## src/rtl/uart_tx_fifo.sv

```systemverilog
// UART transmitter with a transmit FIFO in front of it.
// Frames are: start bit, DATA_W data bits (LSB first), an optional parity bit,
// and one or two stop bits. One bit period lasts 16*(br_div+1) clock cycles.
// The divisor, the stop-bit count and the data word are captured when an entry
// is popped, so later changes to the inputs do not affect the frame in flight.
module uart_tx_fifo #(
    parameter int DATA_W = 8,
    parameter int DEPTH  = 16,
    parameter int PARITY = 0
) (
    input  logic                         clk,
    input  logic                         rst,
    input  logic                         en,
    input  logic [7:0]                   br_div,
    input  logic                         stop,
    input  logic                         wr_en,
    input  logic [DATA_W-1:0]            wr_data,
    output logic                         full,
    output logic                         empty,
    output logic [$clog2(DEPTH+1)-1:0]   count,
    output logic                         busy,
    output logic                         tx
);

    localparam int AW = $clog2(DEPTH);
    localparam int CW = $clog2(DEPTH+1);
    localparam int BW = $clog2(DATA_W);

    typedef enum logic [2:0] {
        IDLE,
        START,
        DATA,
        PAR,
        STOP
    } state_t;

    // FIFO storage and status
    logic [DATA_W-1:0] r_mem [DEPTH];
    logic [AW-1:0]     r_wr_ptr;
    logic [AW-1:0]     r_rd_ptr;
    logic [CW-1:0]     r_count;
    logic              r_full;
    logic              r_empty;
    logic [CW-1:0]     w_count_next;
    logic              w_push;
    logic              w_pop;
    logic [DATA_W-1:0] w_head;

    // Transmit engine
    state_t            r_state;
    state_t            w_next;
    logic [DATA_W-1:0] r_shift;
    logic              r_par;
    logic [7:0]        r_div_lat;
    logic              r_stop_lat;
    logic [3:0]        r_os_cnt;
    logic [7:0]        r_div_cnt;
    logic [BW-1:0]     r_bit_cnt;
    logic              r_stop_cnt;
    logic              r_tx;
    logic              w_bit_end;
    logic              w_frame_end;
    logic              w_tx_line;

    assign w_head      = r_mem[r_rd_ptr];
    assign w_push      = wr_en & ~r_full;
    assign w_bit_end   = (r_os_cnt == 4'hF) && (r_div_cnt == r_div_lat);
    assign w_frame_end = (r_state == STOP) && w_bit_end && (r_stop_cnt == r_stop_lat);
    // A pop may happen from IDLE or in the final cycle of a frame (no idle gap).
    assign w_pop       = ((r_state == IDLE) || w_frame_end) && en && ~r_empty;

    assign full  = r_full;
    assign empty = r_empty;
    assign count = r_count;
    assign tx    = r_tx;

    // Next FIFO occupancy: a simultaneous push and pop leaves it unchanged
    always_comb begin
        w_count_next = r_count;
        if (w_push && !w_pop) begin
            w_count_next = r_count + CW'(1);
        end else if (!w_push && w_pop) begin
            w_count_next = r_count - CW'(1);
        end
    end

    // FIFO storage write; contents need no reset
    always_ff @(posedge clk) begin
        if (w_push) begin
            r_mem[r_wr_ptr] <= wr_data;
        end
    end

    // FIFO pointers and registered status flags
    always_ff @(posedge clk or posedge rst) begin
        if (rst) begin
            r_wr_ptr <= '0;
            r_rd_ptr <= '0;
            r_count  <= '0;
            r_full   <= 1'b0;
            r_empty  <= 1'b1;
        end else begin
            if (w_push) begin
                r_wr_ptr <= r_wr_ptr + AW'(1);
            end
            if (w_pop) begin
                r_rd_ptr <= r_rd_ptr + AW'(1);
            end
            r_count <= w_count_next;
            r_full  <= (w_count_next == CW'(DEPTH));
            r_empty <= (w_count_next == '0);
        end
    end

    // FSM state register
    always_ff @(posedge clk or posedge rst) begin
        if (rst) begin
            r_state <= IDLE;
        end else begin
            r_state <= w_next;
        end
    end

    // FSM next-state logic
    always_comb begin
        w_next = r_state;
        case (r_state)
            IDLE: begin
                if (w_pop) begin
                    w_next = START;
                end
            end
            START: begin
                if (w_bit_end) begin
                    w_next = DATA;
                end
            end
            DATA: begin
                if (w_bit_end && (r_bit_cnt == BW'(DATA_W-1))) begin
                    w_next = (PARITY != 0) ? PAR : STOP;
                end
            end
            PAR: begin
                if (w_bit_end) begin
                    w_next = STOP;
                end
            end
            STOP: begin
                if (w_frame_end) begin
                    w_next = w_pop ? START : IDLE;
                end
            end
            default: w_next = IDLE;
        endcase
    end

    // FSM outputs: line level for the current state and the busy flag
    always_comb begin
        w_tx_line = 1'b1;
        busy      = 1'b1;
        case (r_state)
            IDLE:    busy      = 1'b0;
            START:   w_tx_line = 1'b0;
            DATA:    w_tx_line = r_shift[0];
            PAR:     w_tx_line = r_par;
            default: w_tx_line = 1'b1;
        endcase
    end

    // Bit timing counters, frame latches and the registered serial output.
    // Counters restart on every bit boundary, which covers every state entry.
    always_ff @(posedge clk or posedge rst) begin
        if (rst) begin
            r_os_cnt   <= '0;
            r_div_cnt  <= '0;
            r_bit_cnt  <= '0;
            r_stop_cnt <= 1'b0;
            r_shift    <= '0;
            r_par      <= 1'b0;
            r_div_lat  <= '0;
            r_stop_lat <= 1'b0;
            r_tx       <= 1'b1;
        end else begin
            r_tx <= w_tx_line;

            if ((r_state == IDLE) || w_bit_end) begin
                r_os_cnt  <= '0;
                r_div_cnt <= '0;
            end else if (r_os_cnt == 4'hF) begin
                r_os_cnt  <= '0;
                r_div_cnt <= r_div_cnt + 8'd1;
            end else begin
                r_os_cnt <= r_os_cnt + 4'd1;
            end

            if (w_pop) begin
                r_shift    <= w_head;
                r_par      <= (^w_head) ^ (PARITY == 2);
                r_div_lat  <= br_div;
                r_stop_lat <= stop;
                r_bit_cnt  <= '0;
                r_stop_cnt <= 1'b0;
            end else if (w_bit_end) begin
                if (r_state == DATA) begin
                    r_shift   <= r_shift >> 1;
                    r_bit_cnt <= r_bit_cnt + BW'(1);
                end
                if (r_state == STOP) begin
                    r_stop_cnt <= 1'b1;
                end
            end
        end
    end

endmodule

```

## config.mk

```make
export PLATFORM = sky130hd
export DESIGN_NAME = uart_tx_fifo
export DESIGN_NICKNAME = d
export VERILOG_FILES = /design/src/rtl/uart_tx_fifo.sv
export SDC_FILE = /design/constraint.sdc
export NUM_CORES = 1
export LEC_CHECK = 0
export ABC_CLOCK_PERIOD_IN_PS = 2700
export CAP_MARGIN = 20
export CORE_MARGIN = 10
export CORE_UTILIZATION = 35
export CTS_CLUSTER_SIZE = 16
export DETAILED_ROUTE_END_ITERATION = 10
export PLACE_DENSITY = 0.59
export SYNTH_ARGS = -nofsm -noshare
export SYNTH_HDL_FRONTEND = slang
export SYNTH_SLANG_ARGS = --single-unit
```

## constraint.sdc

```tcl
create_clock -name clk -period 2.7 [get_ports clk]
set_input_delay 0.54 -clock clk [delete_from_list [all_inputs] [get_ports clk]]
set_output_delay 0.54 -clock clk [all_outputs]
set_load 0.02 [all_outputs]
```

==> results.json <==
{
  "outcome": "completed",
  "post_route_minimum_period_ps": 2567,
  "worst_slew_margin_rel_pct": 55.79,
  "wire_length_of_the_first_global_routing_pass_um": 24500,
  "final.hold.worst_slack_ps": 465.5,
  "netlist.area_leader.share_pct": 50.45,
  "clock-root-buffer": "sky130_fd_sc_hd__clkbuf_16",
  "multiInputGateArea_mm2": 0.002313,
  "areaGrowthSynthToFinish_pct": 16.80,
  "die-height_um": 167.5,
  "final_cell_count_no_fill": 833,
  "synth.top_cells.by_count": "sky130_fd_sc_hd__edfxtp_1, sky130_fd_sc_hd__nand2_1, sky130_fd_sc_hd__dfrtp_1, sky130_fd_sc_hd__mux4_2, sky130_fd_sc_hd__xnor2_1",
  "cts_tree": "yes",
  "ff2ff_path_depth": 8,
  "clkPwrFrac_pct": 35.0,
  "hold_viol_final": 0,
  "detailedRoute.firstIterationViolations": 268,
  "nets": 578,
  "period_share_pct": 95.06,
  "detail_route.vias_per_cell": 4.909,
  "critical_path.endpoint_type": "flop",
  "distinct_cell_type_count_of_the_synthesized_netlist": 47,
  "postSynthRegisterBits": 181,
  "clock-skew-final_ps": 13.66,
  "mappedNetlistArea_mm2": 0.007619,
  "dp.cells": 802,
  "max_freq_ghz": 0.3896,
  "worst_ir_drop_vdd_v": 0.0006098,
  "design.portCount": 30,
  "global_route.peak_usage_layer": "met2",
  "cts.htree.levels": 4,
  "gp_routability_congestion": 0.7799,
  "critical_path_class": "flop to flop",
  "timing.critical_path.max_delay_family": "simple AND/OR/NAND/NOR gates",
  "cell_internal_pwr_mw": 4.884,
  "diode_insertion_count_for_antenna_repair": 0,
  "synth-main-ff-cell": "sky130_fd_sc_hd__edfxtp_1",
  "synth.area.top_cells": "sky130_fd_sc_hd__edfxtp_1, sky130_fd_sc_hd__dfrtp_1, sky130_fd_sc_hd__mux4_2",
  "synth.avg_cell_area_um2": 15.18,
  "power.density_mw_per_mm2": 748.9,
  "cap_viol_max_count": 0,
  "grt_pass1_vias": 4343,
  "detailed_place_hpwl_um": 9975,
  "crit_path_max_fanout": 5,
  "required_ps": 3020,
  "clock_latency_at_the_later_pin_of_the_worst_skew_pair_ps": 420,
  "num_rows": 53,
  "seq_area_mm2": 0.005174,
  "initial_utilization_pct": 35.90,
  "grt.total_usage_pct": 11.06,
  "cp.arrival_ps": 2890,
  "grt.met2_usage_pct": 17.41,
  "sw_frac_of_total_pct": 26.71,
  "port_buffers": 29,
  "postSynthCellCount": 502,
  "routed_wirelength_um": 14960,
  "clock_path_buffers": 2,
  "total_leakage_power_nw": 3.176,
  "die_area_mm2": 0.02807,
  "cp.buffers_inverters": 0,
  "route.detailed.wl_per_inst_um": 17.96,
  "postSynthNetCount": 534,
  "gr-total-overflow": 0,
  "setup_viol": 0,
  "dr_total_vias": 4089,
  "clk_pin_slew_worst_paths_ps": 70,
  "timing.hold.worst.class": "flop to flop",
  "use_met1_pct": 14.75,
  "cp_num_cells": 8,
  "hold_depth": 1,
  "chipWidth_um": 167.5,
  "sequential_cell_area_fraction_in_the_yosys_report_pct": 67.89,
  "clock_sink_count": 181,
  "nFillCells": 1939,
  "worstPathCellList": "ha_1 -> and3_1 -> nand4_1 -> or4_4 -> nand2_2 -> mux2_2 -> o211a_1 -> nor4b_2",
  "grt_setup_unrepaired": "false",
  "cts_buffers": 17,
  "comb_power_share_pct": 14.1,
  "synthMostInstantiatedCell": "sky130_fd_sc_hd__edfxtp_1",
  "max_slew.worst_pin.slew_ps": 661.8,
  "post-route-drc-count": 0,
  "drt_pass1_iterations": 4,
  "synthArstFlopShare_pct": 29.28,
  "power_share_of_the_sequential_group_pct": 50.9,
  "drive_above_1_share_pct": 17.20,
  "report.final.slew_viol_count": 0,
  "synth_area_leader": "sky130_fd_sc_hd__edfxtp_1",
  "grt_start_max_net_pins": 36,
  "largest_stage_delay_on_the_critical_path_ps": 470,
  "start_kind": "flop",
  "route.antenna.remaining_nets": 0,
  "standard_cell_core_area_mm2": 0.02122,
  "postCtsSetupRepairBufs": 0,
  "synth-edff-count": 128,
  "antenna_found_initial": 0,
  "cpMaxStageDelayCell": "sky130_fd_sc_hd__or4_4",
  "synth-warning-count": 0,
  "groute.layer.met3.usage_pct": 2.622,
  "power.switching_mw": 1.780
}
cell families after synthesis:
kind of cell / share of synthesized area [%]
buffers and inverters: 1.807
AO/OA/AOI/OAI: 4.106
multiplexers: 9.870
adder cells (fa/ha/maj): 1.954
flip-flops: 67.89
XOR/XNOR: 4.139
AND/OR/NAND/NOR: 10.23
layout make-up:
cell class	instances	share of cell area, %
inverter	9	0.3796
timing repair buffer	46	5.259
sequential	181	58.14
clock buffer	17	4.781
clock inverter	14	1.575
tap	275	3.867
multi-input combinational	291	26.00
power by group through the flow:
stage / Clock (mW) / Sequential (mW) / Combinational [mW]
floorplan: 0 / 3.47 / 0.523
global placement: 0 / 3.44 / 0.946
detailed placement: 0 / 3.45 / 0.964
CTS: 2.40 / 3.39 / 0.967
global route: 2.52 / 3.42 / 1.04
finish: 2.33 / 3.39 / 0.941
through the flow:
| stage | instance area [um^2] | setup WS (ps) | total power, mW | util [%] | TNS, ps |
|---|---|---|---|---|---|
| finish | 8899 | 133.4 | 6.664 | 41.93 | 0 |
| global route | 8899 | 0.6910 | 6.976 | 41.93 | 0 |
| CTS | 8894 | 52.12 | 6.755 | 41.91 | 0 |
| detailed placement | 8328 | -115.3 | 4.413 | 39.25 | -203.7 |
| global placement | 8328 | -86.07 | 4.381 | 39.25 | -107.9 |
| floorplan | 7619 | 248.0 | 3.991 | - | 0 |
metal layers:
layer,vias up,part of all wire (%)
met1,2056,46
met3,7,4.5
met4,0,0.83
li1,1947,-
met5,-,0
met2,79,49
worst reg2reg max path, cell delays in order (launching register included):
cell                      delay [ps]
sky130_fd_sc_hd__dfrtp_1         370
sky130_fd_sc_hd__ha_1            210
sky130_fd_sc_hd__and3_1          280
sky130_fd_sc_hd__nand4_1         170
sky130_fd_sc_hd__or4_4           470
sky130_fd_sc_hd__nand2_2         140
sky130_fd_sc_hd__mux2_2          360
sky130_fd_sc_hd__o211a_1         250
sky130_fd_sc_hd__nor4b_2         220
worst paths after layout:
kind	slack [ps]	endpoint	start
worst max-delay path	130	full	r_os_cnt[0]
worst min-delay path	470	r_os_cnt[0]	r_os_cnt[0]
worst max register to register	130	full	r_os_cnt[0]
worst min register to register	470	r_os_cnt[0]	r_os_cnt[0]
max in group asynchronous	1590	tx	rst
min in group asynchronous	480	r_wr_ptr[3]	rst
registers in the layout, indices dropped and copies added, names as in the netlist:
| name | cells |
|---|---|
| full | 1 |
| tx | 1 |
| r_os_cnt | 4 |
| r_mem | 128 |
| r_wr_ptr | 4 |
| r_div_lat | 8 |
| empty | 1 |
| r_shift | 8 |
| r_stop_cnt | 1 |
| r_stop_lat | 1 |
| count | 5 |
| r_rd_ptr | 4 |
| r_par | 1 |
| r_bit_cnt | 3 |
| r_state | 3 |
| r_div_cnt | 8 |
cells in the final DEF, fill, tap and decap left out, types with 5 or more instances in the layout:
cell type,netlist,routed
sky130_fd_sc_hd__buf_4,0,13
sky130_fd_sc_hd__ha_1,11,11
sky130_fd_sc_hd__xnor2_1,30,30
sky130_fd_sc_hd__o21ai_0,7,7
sky130_fd_sc_hd__a22oi_1,18,18
sky130_fd_sc_hd__nand3_1,10,10
sky130_fd_sc_hd__inv_1,9,8
sky130_fd_sc_hd__dfrtp_1,51,50
sky130_fd_sc_hd__nor2_1,25,25
sky130_fd_sc_hd__nand2_1,76,76
sky130_fd_sc_hd__clkbuf_16,0,17
sky130_fd_sc_hd__a31oi_1,5,5
sky130_fd_sc_hd__edfxtp_1,128,128
sky130_fd_sc_hd__a21oi_1,8,8
sky130_fd_sc_hd__nand4_1,6,6
sky130_fd_sc_hd__and2_1,19,19
sky130_fd_sc_hd__mux4_2,32,32
sky130_fd_sc_hd__clkdlybuf4s50_1,0,29
sky130_fd_sc_hd__xor2_1,6,6
timing repair:
action,in CTS,in global routing
hold buffers,0,0
setup endpoints to repair,0,2
gates resized for setup,0,1
No activity file was read; power rests on OpenSTA's default activity.
